===== config.mk =====
export PLATFORM = sky130hd
export DESIGN_NAME = branch_predictor
export DESIGN_NICKNAME = d
export VERILOG_FILES = /design/src/rtl/branch_predictor.sv
export SDC_FILE = /design/constraint.sdc
export NUM_CORES = 1
export LEC_CHECK = 0
export BUFFER_PORTS_ARGS = -buffer_cell sky130_fd_sc_hd__buf_2
export CORE_MARGIN = 2
export CORE_UTILIZATION = 60
export DETAILED_ROUTE_END_ITERATION = 10
export GPL_TIMING_DRIVEN = 0
export PLACE_DENSITY = 0.83
export SYNTH_ARGS = -nofsm -noshare
export SYNTH_HDL_FRONTEND = slang
export SYNTH_SLANG_ARGS = --single-unit

===== constraint.sdc =====
create_clock -name clk -period 5.4 [get_ports clk]
set_input_delay 0.54 -clock clk [delete_from_list [all_inputs] [get_ports clk]]
set_output_delay 0.54 -clock clk [all_outputs]
set_load 0.02 [all_outputs]

===== src/rtl/branch_predictor.sv =====
// rtl/branch_predictor.sv - direct-mapped BTB with 2-bit direction counters and EX-side mispredict/training
module branch_predictor #(
    parameter int PC_W    = 9,
    parameter int ENTRIES = 16
) (
    input  logic            clk,
    input  logic            reset,
    input  logic [PC_W-1:0] if_pc,
    output logic            pred_taken,
    output logic [31:0]     pred_target,
    input  logic            ex_valid,
    input  logic [PC_W-1:0] ex_pc,
    input  logic            ex_jump,
    input  logic            ex_jump_reg,
    input  logic            ex_pc_sel,
    input  logic [31:0]     ex_br_pc,
    input  logic            ex_pred_taken,
    input  logic [31:0]     ex_pred_target,
    output logic            mispredict,
    output logic [31:0]     redirect_pc,
    output logic [15:0]     ctl_count,
    output logic [15:0]     mispred_count
);
    localparam int IDX_W = $clog2(ENTRIES);
    localparam int TAG_W = PC_W - IDX_W - 2;

    logic [ENTRIES-1:0] valid_q;
    logic [TAG_W-1:0]   tag_q [ENTRIES];
    logic [PC_W-1:0]    tgt_q [ENTRIES];
    logic [1:0]         ctr_q [ENTRIES];

    logic [IDX_W-1:0] if_idx, ex_idx;
    logic [TAG_W-1:0] if_tag, ex_tag;
    logic             if_hit, ex_hit;

    assign if_idx = if_pc[IDX_W+1:2];
    assign if_tag = if_pc[PC_W-1:IDX_W+2];
    assign ex_idx = ex_pc[IDX_W+1:2];
    assign ex_tag = ex_pc[PC_W-1:IDX_W+2];

    assign if_hit = valid_q[if_idx] && (tag_q[if_idx] == if_tag);
    assign ex_hit = valid_q[ex_idx] && (tag_q[ex_idx] == ex_tag);

    // Lookup reads the registered table, so a same-cycle training write is not seen.
    assign pred_taken  = reset && if_hit && ctr_q[if_idx][1];
    assign pred_target = pred_taken ? {{(32-PC_W){1'b0}}, tgt_q[if_idx]}
                                    : {{(32-PC_W){1'b0}}, if_pc} + 32'd4;

    logic dir_wrong, tgt_wrong;
    assign dir_wrong   = ex_pc_sel != ex_pred_taken;
    assign tgt_wrong   = ex_pc_sel && ex_pred_taken && (ex_br_pc != ex_pred_target);
    assign mispredict  = reset && ex_valid && (dir_wrong || tgt_wrong);
    assign redirect_pc = ex_pc_sel ? ex_br_pc : {{(32-PC_W){1'b0}}, ex_pc} + 32'd4;

    logic             wr_en;
    logic             wr_valid;
    logic [TAG_W-1:0] wr_tag;
    logic [PC_W-1:0]  wr_tgt;
    logic [1:0]       wr_ctr;

    always_comb begin
        wr_en    = 1'b0;
        wr_valid = valid_q[ex_idx];
        wr_tag   = tag_q[ex_idx];
        wr_tgt   = tgt_q[ex_idx];
        wr_ctr   = ctr_q[ex_idx];
        if (ex_valid) begin
            if (ex_jump_reg) begin
                // Register-indirect targets are not worth caching; drop any stale entry.
                if (ex_hit) begin
                    wr_en    = 1'b1;
                    wr_valid = 1'b0;
                end
            end else if (ex_jump) begin
                wr_en    = 1'b1;
                wr_valid = 1'b1;
                wr_tag   = ex_tag;
                wr_tgt   = ex_br_pc[PC_W-1:0];
                wr_ctr   = 2'b11;
            end else if (ex_pc_sel) begin
                wr_en    = 1'b1;
                wr_valid = 1'b1;
                wr_tag   = ex_tag;
                wr_tgt   = ex_br_pc[PC_W-1:0];
                if (ex_hit) begin
                    wr_ctr = (ctr_q[ex_idx] == 2'b11) ? 2'b11 : ctr_q[ex_idx] + 2'd1;
                end else begin
                    wr_ctr = 2'b10;
                end
            end else if (ex_hit) begin
                wr_en  = 1'b1;
                wr_ctr = (ctr_q[ex_idx] == 2'b00) ? 2'b00 : ctr_q[ex_idx] - 2'd1;
            end
        end
    end

    always_ff @(posedge clk or negedge reset) begin
        if (!reset) begin
            valid_q <= '0;
            for (int i = 0; i < ENTRIES; i++) begin
                tag_q[i] <= '0;
                tgt_q[i] <= '0;
                ctr_q[i] <= 2'b01;
            end
        end else if (wr_en) begin
            valid_q[ex_idx] <= wr_valid;
            tag_q[ex_idx]   <= wr_tag;
            tgt_q[ex_idx]   <= wr_tgt;
            ctr_q[ex_idx]   <= wr_ctr;
        end
    end

    always_ff @(posedge clk or negedge reset) begin
        if (!reset) begin
            ctl_count     <= '0;
            mispred_count <= '0;
        end else if (ex_valid) begin
            if (ctl_count != 16'hFFFF) begin
                ctl_count <= ctl_count + 16'd1;
            end
            if (mispredict && (mispred_count != 16'hFFFF)) begin
                mispred_count <= mispred_count + 16'd1;
            end
        end
    end
endmodule

==> impl_metrics.csv <==
group,metric,value,unit
timing,hold_viol,0,
timing,slew_headroom,31.2,%
yosys,synth_cell_type_count,49,
yosys,netlist_instances,1125,
setup_path,critPathBufInv,7,
setup_path,critPathTopFamily,"buffers and inverters",
clock_tree,cts_tree,"yes",
place,dp.cells,1637,
yosys,synth_area_leaders,"dfrtp_1 (42%), mux4_2 (17%), mux2_1 (14%), mux2_2 (4.8%), xor2_1 (2.9%)",
layout,fillers,1652,
global_route,grt_pass1_vias,10900,
layout,multi_input_area,0.00805,mm²
yosys,synth_ff_type,"dfrtp_1",
layout,fin_cells,1683,
clock_tree,clockBufferDepth,3,
status,outcome,"complete, no violations",
drt,vias_per_cell,6.56,
floorplanning,io_pins,187,
yosys,synth_area_leader_cell,"dfrtp_1",
setup_path,worst_ep_required_time,4860,ps
floorplanning,die_x,164,µm
floorplanning,die_area,0.0269,mm²
global_route,grt.overflow.total,0,
global_route,grt_pass1_wl,64.4,mm
place,gp_congestion,0.970,
clock_tree,postCtsHoldBufs,1,
floorplanning,fp.dieH,164,µm
clock_tree,cts_made_buffers,28,
drt,drcViolationCount,0,
power_and_ir_drop,ir_worst_vdd,0.000209,V
setup_path,max_stage_delay,490,ps
setup_path,critical_path_arrival,4460,ps
floorplanning,core-area,0.0252,mm²
floorplanning,rows,58,
drt,dr.first_iter.drc_count,1164,
timing,whs,489,ps
drt,drt-pass1-iter-count,5,
drt,wl_per_cell,25.7,µm
timing,finalCritPeriodShare,92.6,%
timing,finalSetupViolCount,0,
setup_path,endpoint_kind,"output pin",
global_route,antenna_found_initial,0,
global_route,grt_max_degree,116,
setup_path,cp-start-kind,"primary input",
drt,wl,43.3,mm
min_path,hold_path.class,"reg -> reg",
layout,syn2layout_area_growth,14.3,%
clock_tree,cts_resized,0,
timing,worst_clock_skew,15.2,ps
power_and_ir_drop,p_total,5.35,mW
place,place_hpwl,30.9,mm
timing,worst_slew_pin_slew,1030,ps
clock_tree,clkLatencyLatePin,550,ps
yosys,synth_enable_flop_cells,0,
yosys,avgSynthCellArea,13.7,µm²
setup_path,worstPathMaxFanout,10,
power_and_ir_drop,p_leak,8.52,nW
yosys,syn_area,0.0154,mm²
clock_tree,root_buffer,"clkbuf_16",
setup_path,critPathKind,"in -> out",
clock_tree,htree_levels,1,
clock_tree,post_cts_buffers,0,
timing,fin_crit,5000,ps
setup_path,crit_slowest_cell,"clkbuf_1",
timing,rsz0062_at_grt,"false",
clock_tree,cts.sinks,272,
layout,seq_area,0.00683,mm²
yosys,ys_ff_latch,272,
timing,slew_violations,0,
run,cap_violations,0,
yosys,ys_async_sr_fraction,100,%
clock_tree,path_clk_slew,60,ps
layout,layout-drive-gt1-share,34.3,%
global_route,grt_util_all_layers,32.3,%
layout,fin_util,69.8,%
yosys,synth_warnings,0,
drt,dr_total_vias,11000,
setup_path,crit_chain,"buf_2 > clkbuf_1 > buf_2 > clkbuf_1 > o21ai_0 > mux4_2 > nand2_1 > o21ai_0 > nand4_1 > clkbuf_1 > inv_1 > nor2_1 > buf_2",
power_and_ir_drop,power_density,304,mW/mm²
place,port_buffers,159,
floorplanning,initial_utilization,61.1,%
layout,nets,1435,
timing,fmax,0.200,GHz
yosys,synth_seq_area_share,44.4,%
yosys,synth_top_area_share,41.6,%
drt,ant_nets,0,
-- layer usage --
| metal | up-vias | part of all wire, % | track usage (%) |
|---|---|---|---|
| met5 | - | 0 | 0 |
| met4 | 0 | 6.4 | 18.3 |
| met3 | 165 | 12 | 8.76 |
| met2 | 721 | 45 | 49.2 |
| met1 | 5564 | 36 | 42.1 |
| li1 | 4594 | - | - |
-- worst reg2reg max path, delay by kind of cell, from the launching register on --
family          cells  cell delay [ps]
compound gates      3              950
buf+inv             1              440
flops               1              400
mux                 2              580
simple gates        3              980
-- layout by cell type, fill, tap and decap left out, drive strengths merged, types with 2 or more instances in the layout --
cell,n
conb,22
mux2,256
o21ai,15
a21oi,10
clkbuf,77
a22oi,16
a21o,2
nor4,8
and4,3
a22o,2
nand3,30
and3,10
a31oi,5
mux2i,26
xor2,51
dfstp,16
nand4,12
mux4,119
nor2b,3
clkinv,4
nand2,62
or3,2
buf,226
o31ai,6
dfrtp,256
xnor2,23
ha,8
nor2,33
inv,11
and2,25
-- sequential cells by signal, summed over array words and instances (netlist names) --
| signal | count |
|---|---|
| ctl_count | 16 |
| tag_q | 48 |
| ctr_q | 32 |
| valid_q | 16 |
| mispred_count | 16 |
| tgt_q | 144 |
-- cell type report --
class	count	share of cell area [%]
repair buffers	162	4.95
well taps	330	2.35
clock buffers	40	4.65
plain buffers	102	3.14
multi-input cells	761	45.7
clock inverters	4	0.114
diodes	1	0.0142
inverters	11	0.235
flip-flops and latches	272	38.8
-- stage by stage --
stage	setup slack [ps]	setup TNS, ps	instance area [µm²]
finish	399	0	17600
global route	230	0	17600
CTS	520	0	17600
detailed placement	559	0	16700
global placement	-3310	-314440	16700
floorplan	1480	0	15500
-- report_power, final --
part / switching [mW] / leakage, nW / internal (mW)
combinational: 0.567 / 4.45 / 0.491
sequential: 0.203 / 3.65 / 2.28
clock: 0.782 / 0.416 / 1.03
-- cells in the mapped netlist, drive strengths merged (12+ instances only) --
cell type,instances
dfrtp,256
xor2,51
mux2,256
nand2,62
dfstp,16
buf,65
nor2,33
nand4,12
and2,25
a22oi,16
mux4,119
xnor2,23
mux2i,26
clkbuf,37
nand3,30
o21ai,15
-- logic make-up after synthesis --
group	share of synthesized area [%]
xor+xnor	4.21
compound gates	2.79
buf+inv	3.86
other cells	0.0244
mux	37.8
simple gates	6.25
fa+ha+maj	0.651
flops	44.4
-- worst paths after layout --
check,start,to,slack [ps],cells past startpoint
worst max-delay path,if_pc[2],pred_target[9],400,13
worst min-delay path,ctl_count[11]$_DFFE_PN0P_,ctl_count[11]$_DFFE_PN0P_,490,1
worst max register to register,tag_q[1]$_DFFE_PN0P_,tgt_q[143]$_DFFE_PN0P_,1930,9
worst min register to register,ctl_count[11]$_DFFE_PN0P_,ctl_count[11]$_DFFE_PN0P_,490,1
max in group asynchronous,reset,tgt_q[6]$_DFFE_PN0P_,3840,3
min in group asynchronous,reset,tgt_q[64]$_DFFE_PN0P_,550,2
Note: power is estimated with default switching activity, not from simulation.
